## config.mk

```make
export PLATFORM = sky130hd
export DESIGN_NAME = fft_control
export DESIGN_NICKNAME = d
export VERILOG_FILES = /design/src/rtl/fft_ctrl_pkg.sv /design/src/rtl/fft_frame_counter.sv /design/src/rtl/fft_control.sv
export SDC_FILE = /design/constraint.sdc
export NUM_CORES = 1
export LEC_CHECK = 0
export CAP_MARGIN = 20
export CELL_PAD_IN_SITES_DETAIL_PLACEMENT = 1
export CELL_PAD_IN_SITES_GLOBAL_PLACEMENT = 2
export CORE_ASPECT_RATIO = 1.1
export CORE_MARGIN = 4
export CORE_UTILIZATION = 25
export CTS_CLUSTER_DIAMETER = 120
export DETAILED_ROUTE_END_ITERATION = 7
export PLACE_DENSITY_LB_ADDON = 0.1
export SYNTH_ARGS = -nofsm -noshare
export SYNTH_HDL_FRONTEND = slang
export SYNTH_HIERARCHICAL = 1
export SYNTH_SLANG_ARGS = --single-unit
```

## constraint.sdc

```tcl
create_clock -name clk -period 2.8 [get_ports clk]
set_clock_uncertainty 0.05 [all_clocks]
set_input_delay 0.42 -clock clk [delete_from_list [all_inputs] [get_ports clk]]
set_output_delay 0.42 -clock clk [all_outputs]
set_load 0.005 [all_outputs]
```

## src/rtl/fft_ctrl_pkg.sv

```systemverilog
// Shared constants for the FFT input-stream controller.
package fft_ctrl_pkg;

   localparam int         DEF_DATA_W    = 14;
   localparam int         PTS_W         = 11;
   localparam int         DEF_FFT_PTS   = 1024;
   localparam logic [1:0] SINK_ERR_NONE = 2'b00;

endpackage

```

## src/rtl/fft_frame_counter.sv

```systemverilog
// Frame position counter; sop/eop are registered from the count on each advance.
module fft_frame_counter #(
   parameter int FFT_PTS = 1024
) (
   input  logic clk,
   input  logic reset_n,
   input  logic advance,
   output logic sop,
   output logic eop
);

   localparam int              CNT_W = $clog2(FFT_PTS);
   localparam logic [CNT_W-1:0] LAST = CNT_W'(FFT_PTS - 1);

   logic [CNT_W-1:0] cnt_q, cnt_d;
   logic             sop_q, eop_q;

   always_comb begin
      cnt_d = (cnt_q == LAST) ? '0 : cnt_q + CNT_W'(1);
   end

   always_ff @(posedge clk or negedge reset_n) begin
      if (!reset_n) begin
         cnt_q <= '0;
         sop_q <= 1'b0;
         eop_q <= 1'b0;
      end else if (advance) begin
         sop_q <= (cnt_q == '0);
         eop_q <= (cnt_q == LAST);
         cnt_q <= cnt_d;
      end
   end

   assign sop = sop_q;
   assign eop = eop_q;

endmodule

```

## src/rtl/fft_control.sv

```systemverilog
// Streams free-running ADC samples into an Avalon-ST FFT sink in back-to-back frames.
// Define ADC_OFFSET_BIN_EN when the ADC delivers offset-binary samples.
module fft_control
   import fft_ctrl_pkg::*;
#(
   parameter int DATA_W  = DEF_DATA_W,
   parameter int FFT_PTS = DEF_FFT_PTS
) (
   input  logic              clk,
   input  logic              reset_n,
   input  logic [DATA_W-1:0] insignal,
   input  logic              sink_ready,
   output logic              sink_valid,
   output logic              sink_sop,
   output logic              sink_eop,
   output logic [1:0]        sink_error,
   output logic              inverse,
   output logic [DATA_W-1:0] outreal,
   output logic [DATA_W-1:0] outimag,
   output logic [PTS_W-1:0]  fft_pts
);

   logic [DATA_W-1:0] outreal_q, sample_d;
   logic              sink_valid_q;
   logic              load;

   // Output register refills whenever it is empty or being consumed this edge.
   assign load = ~sink_valid_q | sink_ready;

`ifdef ADC_OFFSET_BIN_EN
   assign sample_d = {~insignal[DATA_W-1], insignal[DATA_W-2:0]};
`else
   assign sample_d = insignal;
`endif

   always_ff @(posedge clk or negedge reset_n) begin
      if (!reset_n) begin
         outreal_q    <= '0;
         sink_valid_q <= 1'b0;
      end else if (load) begin
         outreal_q    <= sample_d;
         sink_valid_q <= 1'b1;
      end
   end

   fft_frame_counter #(.FFT_PTS(FFT_PTS)) u_frame_counter (
      .clk     (clk),
      .reset_n (reset_n),
      .advance (load),
      .sop     (sink_sop),
      .eop     (sink_eop)
   );

   assign sink_valid = sink_valid_q;
   assign outreal    = outreal_q;
   assign outimag    = '0;
   assign sink_error = SINK_ERR_NONE;
   assign inverse    = 1'b0;
   assign fft_pts    = PTS_W'(FFT_PTS);

endmodule

```

==> run_results.csv <==
group,metric,value,unit
run_status,status,"finished, final reports clean",
route,drc,0,
pwr,p_leak,0.808,nW
grt,grt_max_degree,28,
clock_tree,cts_root_buf,"clkbuf_8",
route,wl_per_cell,12.7,microns
pwr,p_per_area,570,nW/um^2
sta,period_needed,1.80,ns
place,place_congestion,0.729,
clock_tree,ctsHoldBuffers,0,
sta,rsz0062_at_grt,"false",
synth,yosys_warnings,6,
clock_tree,clk_latency,0.27,ns
setup_path,r2r-start,"sink_valid",
setup_path,path_class,"input pin to register",
synth,synth_cell_types,30,
setup_path,crit_required,2.90,ns
sta,setup_tns,0,ns
pwr,power_switching,315,uW
floorplan,dieArea,7000,sq um
place,dp_hpwl,2.25,mm
floorplan,die_w,80.1,microns
floorplan,initial_core_util,0.262,
pwr,comb_power_share,0.241,
worst_hold_path,whs_path_depth,1,
route,first_pass_iters,2,
sta,slew_violations,0,
setup_path,reg2reg_depth,4,
setup_path,start_kind,"input pin",
route,ant_nets,0,
sta,final_hold_viol_count,0,
clock_tree,h-tree-depth,1,
pwr,ir_worst_vdd,179,uV
synth,synth_edf_count,0,
pwr,power,1.01,mW
worst_hold_path,min_from,"u_frame_counter/eop",
clock_tree,cts_setup_buffers,0,
setup_path,crit_path_end_kind,"register",
synth,synth-seq-cells,27,
setup_path,reg2reg_to,"u_frame_counter/cnt_q[3]",
pwr,p_sw_frac,0.313,
sta,hold_slack,0.441,ns
worst_hold_path,whs_endpoint,"u_frame_counter/eop",
layout,drive_gt1_frac,0.149,
floorplan,die_y,87.4,microns
sta,finalCritPeriodShare,0.643,
synth,synth_area,1430,sq um
synth,ys_seq_area_frac,0.472,
setup_path,cp.arrival,1.91,ns
grt,grt_pass1_wl,4.89,mm
layout,num_antenna_cells,0,
synth,postSynthCellCount,120,
grt,overflow,0,
clock_tree,cts_made_buffers,3,
floorplan,rows,28,
clock_tree,path_clk_slew,0.10,ns
clock_tree,ctsResizeCount,0,
synth,synth_flop_cell,"dfrtp_1",
setup_path,path_max_fanout,23,
pwr,p_int,691,uW
place,io_buffers,33,
synth,ys_async_sr_fraction,1.00,
setup_path,r2r_slack,1.23,ns
synth,syn_avg_cell_area,11.9,sq um
clock_tree,clockBufferDepth,2,
grt,first_global_vias,973,
route,viasPerCell,3.92,
route,wl,2.91,mm
grt,antenna_found_initial,0,
floorplan,core_area,5470,sq um
sta,finalSetupViolCount,0,
clock_tree,cts_sinks,27,
sta,fmax,0.555,GHz
route,drt_iter0_drc,20,
worst_hold_path,hold_class,"register to register",
layout,fin_nets,174,
pwr,pwr-share-seq,0.541,
route,num_vias,897,
pwr,power.share.clock,0.218,
grt,track_usage,0.0898,
floorplan,io_pins,62,
layout,syn_to_final_growth,23.3,%
flow_run,cap_violations,0,
clock_tree,tritoncts,"built",
==> worst max-delay path: stages <==
cell,delay (ns)
clkdlybuf4s50_1,0.46
nand2b_4,0.33
nand3_1,0.22
nor3_2,0.38
nor2_1,0.09
==> synthesized netlist by cell type (3+ instances only) <==
cell type	count	area, sq um
buf_4	28	210
dfrtp_1	27	676
mux2_4	9	135
nand2_1	6	22.5
mux2_2	5	56.3
o21ai_0	4	20.0
inv_1	3	11.3
nand3_1	3	15.0
nand4_1	3	18.8
nor3_1	3	15.0
xor2_1	3	26.3
==> metal layers <==
layer	GRT usage	vias up	routed length [microns]
met5	0	-	0
met4	0.0369	0	47
met3	0.0197	4	203
met2	0.157	40	1420
met1	0.105	435	1240
li1	-	418	-
==> cells by family after synthesis <==
kind of cell             Yosys count  share of synthesized area
AO/OA/AOI/OAI                     11                     0.0507
XOR/XNOR                           5                     0.0306
adder cells (fa/ha/maj)            2                     0.0175
buffers and inverters             34                      0.180
flip-flops                        27                      0.472
multiplexers                      14                      0.134
other                              2                    0.00525
AND/OR/NAND/NOR                   25                      0.110
==> power groups by stage <==
stage | Clock (mW) | Sequential (mW) | Combinational (mW)
after CTS | 0.234 | 0.544 | 0.247
after detailed placement | 0 | 0.550 | 0.247
after global routing | 0.256 | 0.558 | 0.276
after global placement | 0 | 0.553 | 0.243
after floorplan | 0 | 0.532 | 0.177
final | 0.219 | 0.544 | 0.243
==> worst max path at each step <==
stage,from,endpoint,depth (start not counted)
after global placement,sink_ready,u_frame_counter/cnt_q[9],5
after floorplan,sink_ready,u_frame_counter/cnt_q[9],7
after global routing,sink_ready,u_frame_counter/cnt_q[3],5
after detailed placement,sink_ready,u_frame_counter/cnt_q[3],5
after CTS,sink_ready,u_frame_counter/cnt_q[3],5
final,sink_ready,u_frame_counter/cnt_q[3],5
==> area by class of cell <==
type / instances / area (sq um)
repair buffers: 34 / 338
inverters: 3 / 11.3
well taps: 75 / 93.8
clock buffers: 3 / 41.3
flip-flops and latches: 27 / 676
multi-input cells: 86 / 599
fillers: 637 / 3700
clock inverters: 1 / 5.00
==> layout by cell type (no fill, tap or decap), types with 3 or more instances in the layout <==
master,n
xor2_1,3
clkdlybuf4s50_1,33
dfrtp_1,27
nand2_1,6
nand3_1,3
clkbuf_8,3
nand4_1,3
inv_1,3
mux2_2,5
conb_1,29
o21ai_0,4
mux2_4,9
nor3_1,3
==> flip-flops by register name, indices dropped and copies added (netlist names) <==
signal	cells
outreal	14
u_frame_counter/sop	1
u_frame_counter/cnt_q	10
sink_valid	1
u_frame_counter/eop	1
==> through the flow <==
stage	std cells	worst slack (ns)	util	area [sq um]
final	229	0.999	0.323	1760
after global routing	229	0.870	0.323	1760
after CTS	229	0.966	0.323	1760
after detailed placement	225	0.645	0.314	1720
after global placement	225	0.726	0.314	1720
after floorplan	147	1.08	-	1530
Power figures use the tool's default switching activity.
